**src/rtl/clock_pkg.sv**
```systemverilog
// Shared encodings for the clock front panel: cursor positions,
// screen ids, edit FSM and per-key auto-repeat FSM states.
package clock_pkg;

    localparam logic [2:0] POS_HR_T  = 3'd0;
    localparam logic [2:0] POS_HR_U  = 3'd1;
    localparam logic [2:0] POS_MIN_T = 3'd2;
    localparam logic [2:0] POS_MIN_U = 3'd3;
    localparam logic [2:0] POS_SEC_T = 3'd4;
    localparam logic [2:0] POS_SEC_U = 3'd5;

    localparam logic [1:0] SCR_TIME  = 2'd0;
    localparam logic [1:0] SCR_DATE  = 2'd1;
    localparam logic [1:0] SCR_ALARM = 2'd2;
    localparam logic [1:0] SCR_STOPW = 2'd3;

    typedef enum logic {
        VIEW = 1'b0,
        EDIT = 1'b1
    } edit_state_t;

    typedef enum logic [1:0] {
        REL  = 2'd0,
        HELD = 2'd1,
        RPT  = 2'd2
    } rpt_state_t;

    function automatic logic [1:0] next_screen(input logic [1:0] s,
                                               input int n);
        return (int'(s) >= n - 1) ? SCR_TIME : s + 2'd1;
    endfunction

endpackage

```
**src/rtl/key_debounce.sv**
```systemverilog
// Raw active-low button -> 2-FF sync -> debounced level + press pulse.
// Ports: clk, reset (async low), btn (raw), held (debounced pressed), press (1-cycle).
module key_debounce #(
    parameter int DEBOUNCE_CYC = 500000
) (
    input  logic clk,
    input  logic reset,
    input  logic btn,
    output logic held,
    output logic press
);

    localparam int CW = $clog2(DEBOUNCE_CYC) + 1;
    localparam logic [CW-1:0] CNT_LAST = CW'(DEBOUNCE_CYC - 1);

    logic          s1;
    logic          s2;
    logic          lvl;
    logic [CW-1:0] cnt;
    logic          accept;

    // The new level is taken on the edge where it has been seen
    // for DEBOUNCE_CYC consecutive synchronised samples.
    assign accept = (s2 != lvl) && (cnt == CNT_LAST);
    assign press  = accept & ~s2;
    assign held   = ~lvl;

    always_ff @(posedge clk or negedge reset) begin
        if (!reset) begin
            s1  <= 1'b1;
            s2  <= 1'b1;
            lvl <= 1'b1;
            cnt <= '0;
        end else begin
            s1 <= btn;
            s2 <= s1;
            if (s2 == lvl) begin
                cnt <= '0;
            end else if (accept) begin
                lvl <= s2;
                cnt <= '0;
            end else if (cnt != '1) begin
                cnt <= cnt + 1'b1;
            end
        end
    end

endmodule

```
**src/rtl/edit_key_controller.sv**
```systemverilog
// Front-panel controller: debounced buttons, VIEW/EDIT FSM, cursor,
// screen select, edit timeout, and Plus/Minus strobes with auto-repeat.
// Ports: clk, reset (async low), ClkSecond tick, BtnScreen/BtnEdit/BtnPlus/BtnMinus
// (raw, active-low) -> EditMode, EditPos, screen, KeyPlus/KeyMinus (active-low), Blink.
module edit_key_controller
    import clock_pkg::*;
#(
    parameter int DEBOUNCE_CYC = 500000,
    parameter int HOLD_CYC     = 25000000,
    parameter int REPEAT_CYC   = 5000000,
    parameter int TIMEOUT_S    = 30,
    parameter int NUM_POS      = 6,
    parameter int NUM_SCREENS  = 4
) (
    input  logic       clk,
    input  logic       reset,
    input  logic       ClkSecond,
    input  logic       BtnScreen,
    input  logic       BtnEdit,
    input  logic       BtnPlus,
    input  logic       BtnMinus,
    output logic       EditMode,
    output logic [2:0] EditPos,
    output logic [1:0] screen,
    output logic       KeyPlus,
    output logic       KeyMinus,
    output logic       Blink
);

    localparam int TW   = $clog2(TIMEOUT_S) + 1;
    localparam int RMAX = (HOLD_CYC > REPEAT_CYC) ? HOLD_CYC : REPEAT_CYC;
    localparam int RW   = $clog2(RMAX) + 1;

    localparam logic [TW-1:0] TO_LAST   = TW'(TIMEOUT_S - 1);
    localparam logic [RW-1:0] HOLD_LAST = RW'(HOLD_CYC - 1);
    localparam logic [RW-1:0] RPT_LAST  = RW'(REPEAT_CYC - 1);
    localparam logic [2:0]    POS_LAST  = 3'(NUM_POS - 1);

    // Key index: 0 screen, 1 edit, 2 plus, 3 minus
    logic [3:0] raw_n;
    logic [3:0] held;
    logic [3:0] press;

    assign raw_n = {BtnMinus, BtnPlus, BtnEdit, BtnScreen};

    key_debounce #(
        .DEBOUNCE_CYC(DEBOUNCE_CYC)
    ) u_key[3:0] (
        .clk  (clk),
        .reset(reset),
        .btn  (raw_n),
        .held (held),
        .press(press)
    );

    edit_state_t   state;
    rpt_state_t    rpt_st[2];
    logic [RW-1:0] rcnt[2];
    logic [TW-1:0] tcnt;
    logic          lock;
    logic [1:0]    key_n;

    logic any_press;
    logic both_now;
    logic lock_eff;
    logic expire;
    logic unused;

    assign any_press = |press;
    assign both_now  = (held[2] | press[2]) & (held[3] | press[3]);
    // Once both keys were down, stay silent until both are up again.
    assign lock_eff  = lock | both_now;
    // A press on the expiry tick restarts the timeout instead.
    assign expire    = ClkSecond & ~any_press & (tcnt == TO_LAST);
    assign unused    = ^held[1:0];

    assign EditMode = (state == EDIT);
    assign KeyPlus  = key_n[0];
    assign KeyMinus = key_n[1];

    always_ff @(posedge clk or negedge reset) begin
        if (!reset) begin
            state   <= VIEW;
            EditPos <= POS_HR_T;
            screen  <= SCR_TIME;
            Blink   <= 1'b0;
            tcnt    <= '0;
            lock    <= 1'b0;
            key_n   <= 2'b11;
            for (int k = 0; k < 2; k++) begin
                rpt_st[k] <= REL;
                rcnt[k]   <= '0;
            end
        end else begin
            key_n <= 2'b11;
            lock  <= both_now | (lock & (held[2] | held[3]));
            case (state)
                VIEW: begin
                    Blink <= 1'b0;
                    tcnt  <= '0;
                    for (int k = 0; k < 2; k++) begin
                        rpt_st[k] <= REL;
                        rcnt[k]   <= '0;
                    end
                    if (press[1]) begin
                        state   <= EDIT;
                        EditPos <= POS_HR_T;
                    end else if (press[0]) begin
                        screen <= next_screen(screen, NUM_SCREENS);
                    end
                end
                EDIT: begin
                    if ((press[1] && EditPos == POS_LAST) || expire) begin
                        state   <= VIEW;
                        EditPos <= POS_HR_T;
                        Blink   <= 1'b0;
                        tcnt    <= '0;
                        for (int k = 0; k < 2; k++) begin
                            rpt_st[k] <= REL;
                            rcnt[k]   <= '0;
                        end
                    end else begin
                        if (press[1])
                            EditPos <= EditPos + 3'd1;
                        if (any_press)
                            tcnt <= '0;
                        else if (ClkSecond && tcnt != '1)
                            tcnt <= tcnt + 1'b1;
                        if (ClkSecond)
                            Blink <= ~Blink;
                        // An edit press in the same cycle drops the strobe.
                        for (int k = 0; k < 2; k++) begin
                            if (lock_eff) begin
                                rpt_st[k] <= REL;
                                rcnt[k]   <= '0;
                            end else begin
                                case (rpt_st[k])
                                    REL: begin
                                        if (press[k+2] && !press[1]) begin
                                            rpt_st[k] <= HELD;
                                            rcnt[k]   <= '0;
                                            key_n[k]  <= 1'b0;
                                        end
                                    end
                                    HELD: begin
                                        if (!held[k+2]) begin
                                            rpt_st[k] <= REL;
                                        end else if (rcnt[k] == HOLD_LAST) begin
                                            rpt_st[k] <= RPT;
                                            rcnt[k]   <= '0;
                                            if (!press[1])
                                                key_n[k] <= 1'b0;
                                        end else begin
                                            rcnt[k] <= rcnt[k] + 1'b1;
                                        end
                                    end
                                    RPT: begin
                                        if (!held[k+2]) begin
                                            rpt_st[k] <= REL;
                                        end else if (rcnt[k] == RPT_LAST) begin
                                            rcnt[k] <= '0;
                                            if (!press[1])
                                                key_n[k] <= 1'b0;
                                        end else begin
                                            rcnt[k] <= rcnt[k] + 1'b1;
                                        end
                                    end
                                    default: rpt_st[k] <= REL;
                                endcase
                            end
                        end
                    end
                end
                default: state <= VIEW;
            endcase
        end
    end

endmodule

```
**config.mk**
```make
export PLATFORM = sky130hd
export DESIGN_NAME = edit_key_controller
export DESIGN_NICKNAME = d
export VERILOG_FILES = /design/src/rtl/clock_pkg.sv /design/src/rtl/key_debounce.sv /design/src/rtl/edit_key_controller.sv
export SDC_FILE = /design/constraint.sdc
export NUM_CORES = 1
export LEC_CHECK = 0
export CAP_MARGIN = 20
export CORE_MARGIN = 1
export CORE_UTILIZATION = 49
export DETAILED_ROUTE_END_ITERATION = 10
export HOLD_SLACK_MARGIN = 0.03
export PLACE_DENSITY = 0.67
export SETUP_SLACK_MARGIN = 0.05
export SYNTH_ARGS = -nofsm -noshare
export SYNTH_HDL_FRONTEND = slang
export SYNTH_SLANG_ARGS = --single-unit
```
**constraint.sdc**
```tcl
create_clock -name clk -period 2.39 [get_ports clk]
set_input_delay 0.478 -clock clk [delete_from_list [all_inputs] [get_ports clk]]
set_output_delay 0.478 -clock clk [all_outputs]
set_load 0.02 [all_outputs]
```
==> flow_metrics.env <==
export IMPL_status="finished, violations left"
export IMPL_failed_checks="negative setup slack"
export IMPL_max_cap_viol_count=0
export IMPL_synth_top_area_cell="dfrtp_1"
export IMPL_p_int_mw=4.514
export IMPL_worstPathCellList="or4_4 > or4_4 > o31ai_4 > buf_6 > buf_6 > a211oi_2 > o31ai_2 > a21oi_2"
export IMPL_met2_usage_pct=44.03
export IMPL_htreeDepth=4
export IMPL_power_share_switching_pct=27.78
export IMPL_ir_worst_vdd_mv=0.4637
export IMPL_ys_warn_count=0
export IMPL_antenna_found_initial=0
export IMPL_pwr_share_clk_pct=43.6
export IMPL_vias=9508
export IMPL_antennaDiodeCount=0
export IMPL_slew_headroom_pct=65.45
export IMPL_finalSetupViolations=54
export IMPL_post_route_cells_drive_above_1_share_pct=30.01
export IMPL_arrival_ns=2.83
export IMPL_final_antenna_net_count=0
export IMPL_dr_pass1_iters=5
export IMPL_finalCritPeriodShare_pct=105.8
export IMPL_drt_wl_total_um=28170
export IMPL_grt_max_degree=46
export IMPL_cts_sinks=164
export IMPL_setup_worst_path_class="reg -> reg"
export IMPL_die_x_um=143.3
export IMPL_grt_usage_pct=27.40
export IMPL_power_leakage_nw=5.162
export IMPL_grt_ovfl_total=0
export IMPL_yosys_register_bits=164
export IMPL_cts_inserted_buffers=17
export IMPL_hpwlAfterDp_um=17030
export IMPL_ctsLongestPathBuffers=2
export IMPL_wl_per_cell_um=18.08
export IMPL_rows=51
export IMPL_max_freq_mhz=395.6
export IMPL_crit_path_max_fanout=3
export IMPL_clk_latency_ns=0.44
export IMPL_core_mm2=0.01953
export IMPL_cp_slowest_cell="or4_4"
export IMPL_viasPerCell=6.103
export IMPL_synth_async_reset_ratio_pct=100.0
export IMPL_drv_slew=0
export IMPL_fin_ws_ns=-0.1375
export IMPL_met3_usage_pct=4.465
export IMPL_cts_root_buf="clkbuf_16"
export IMPL_crit_path_max_incr_delay_ns=0.53
export IMPL_initial_utilization_pct=50.11
export IMPL_required_ns=2.70
export IMPL_fin_crit_ns=2.528
export IMPL_rsz0062_at_grt="yes"
export IMPL_hold_class="reg -> reg"
export IMPL_syn_instance_count=1077
export IMPL_synthToLayoutAreaGrowth_pct=35.24
export IMPL_nNetsFinal=1308
export IMPL_fin_worst_skew_ns=0.01335
export IMPL_power_mw=6.251
export IMPL_path_buf_inv=2
export IMPL_grt_busiest_layer="met2"
export IMPL_seq_power_share_pct=48.0
export IMPL_hold_violations=0
export IMPL_die_area_mm2=0.02054
export IMPL_switching_power_mw=1.737
export IMPL_fin_hold_ws_ns=0.3567
export IMPL_syn_nets=1105
export IMPL_worstMarginPinSlew_ns=0.5158
export IMPL_avgSynthCellArea_um2=9.085
export IMPL_die_h_um=143.3
export IMPL_synth_ff_type="dfrtp_1"
export IMPL_drcViolationCount=0
export IMPL_place_area_mm2=0.01144
export IMPL_cp_end_kind="flop"
export IMPL_cpLargestDelayFamily="simple AND/OR/NAND/NOR gates"
export IMPL_synth_area_mm2=0.009784
export IMPL_combPwrFrac_pct=8.5
export IMPL_drtIter0Drc=777
export IMPL_synth_top_cell_area_share_pct=38.36
export IMPL_finalSetupTns_ns=-2.649
export IMPL_cts_reportedPaths_clkPinSlew_ns=0.07
export IMPL_cts_tree="yes"
export IMPL_power_density_mw_per_mm2=472.4
export IMPL_port_buffers=15
export IMPL_io_pins=16
export IMPL_synth_cell_type_count=75
export IMPL_met1_usage_pct=36.99
export IMPL_grt_pass1_vias=8889
export IMPL_yosys_top_cells_area="dfrtp_1 38%, nand4_1 4.4%, nor2_1 4.3%, nand3_1 4.0%, dfstp_2 3.8%"
export IMPL_design_area_mm2=0.01323
export IMPL_startpoint_type="flop"
export IMPL_place_congestion=0.8527
export IMPL_synth_edff_count=0
export IMPL_grt_first_pass_wirelength_um=44480
export IMPL_yosysSeqAreaShare_pct=42.12
-- flip-flops by register name (all words and copies together), names as in the netlist, 2 cells and up --
register,flops
u_key.cnt,80
u_key.s1,4
tcnt,6
rpt_st,4
screen,2
EditPos,3
key_n,2
u_key.s2,4
u_key.lvl,4
rcnt,52
-- Yosys cell counts, types with 22 or more instances --
library cell    n
nand4_1        69
o21ai_0        48
nor3_1         47
xor2_1         35
nand3_1        79
dfrtp_1       150
xnor2_1        22
a31oi_1        40
inv_1          29
clkbuf_1       35
nor2_1        113
nand2_1        73
a21oi_1        42
-- kinds of logic after synthesis --
kind of cell,count (synthesis),synth area share [%]
simple gates,536,30.10
compound gates,205,14.53
flops,164,42.12
buf+inv,79,3.849
xor+xnor,57,5.102
fa+ha+maj,21,2.685
mux,15,1.611
-- repair_timing --
action / in CTS / in global routing
pin swaps: 37 / 47
cloned: 9 / 4
endpoints found under the setup margin: 64 / 62
endpoints found under the hold margin: 31 / 0
resized for setup: 56 / 86
hold buffers: 1 / 0
setup buffers: 20 / 24
-- final timing paths --
| path | startpoint | endpoint | slack (ns) | depth (start not counted) |
|---|---|---|---|---|
| max | rcnt[42] | rcnt[50] | -0.14 | 8 |
| min | u_key[3].s1 | u_key[3].s2 | 0.36 | 0 |
| max reg2reg | rcnt[42] | rcnt[50] | -0.14 | 8 |
| min reg2reg | u_key[3].s1 | u_key[3].s2 | 0.36 | 0 |
| max in group asynchronous | reset | u_key[3].cnt[13] | 1.19 | 3 |
| min in group asynchronous | reset | u_key[1].cnt[10] | 0.53 | 2 |
-- power by group through the flow --
stage | Combinational [mW] | Sequential (mW) | Clock (mW)
after floorplan | 0.223 | 3.05 | 0
after CTS | 0.511 | 2.99 | 2.77
final | 0.528 | 3.00 | 2.72
after global placement | 0.491 | 3.04 | 0
after detailed placement | 0.506 | 3.04 | 0
after global routing | 0.601 | 3.01 | 2.88
-- through the flow --
stage / utilization [%] / worst slack [ns] / cells
final: 67.77 / -0.1375 / 1558
after global routing: 67.77 / -0.2058 / 1558
after CTS: 64.95 / -0.07596 / 1534
after detailed placement: 58.58 / -0.1704 / 1472
after global placement: 58.58 / -0.1170 / 1472
after floorplan: - / -0.06905 / 1077
-- cell type report --
type,instances,area (um2)
repair buffers,232,2205
fillers,1503,6294
inverters,29,108.9
clock buffers,17,425.4
flip-flops and latches,164,4124
multi-input cells,836,5879
clock inverters,15,158.9
well taps,265,331.6
-- layout by cell type (no fill, tap or decap), types with 12 or more instances in the layout --
cell	n
dfstp_2	14
nor2_1	113
ha_1	18
o211ai_1	12
buf_6	22
a31oi_1	36
o21ai_0	40
dfrtp_1	148
xnor2_1	22
buf_4	171
xor2_1	35
buf_12	13
or4_4	15
inv_1	29
nand4_1	69
clkdlybuf4s50_1	14
nor4_1	12
clkbuf_16	19
and3_1	18
and4_1	14
a21oi_1	22
nand3_1	70
nor3_1	46
a21oi_2	18
nand2_1	72
-- worst reg2reg max path, stage by stage (launching register included) --
cell and delay [ns]:
dfrtp_1 0.39, or4_4 0.53, or4_4 0.48, o31ai_4 0.27, buf_6 0.15, buf_6 0.10
a211oi_2 0.06, o31ai_2 0.30, a21oi_2 0.11
-- routing by layer --
| layer | part of all wire, % | vias up |
|---|---|---|
| li1 | - | 4454 |
| met1 | 45 | 4643 |
| met2 | 47 | 346 |
| met3 | 5.5 | 65 |
| met4 | 2.5 | 0 |
| met5 | 0 | - |
Note: power is estimated with default switching activity, not from simulation.
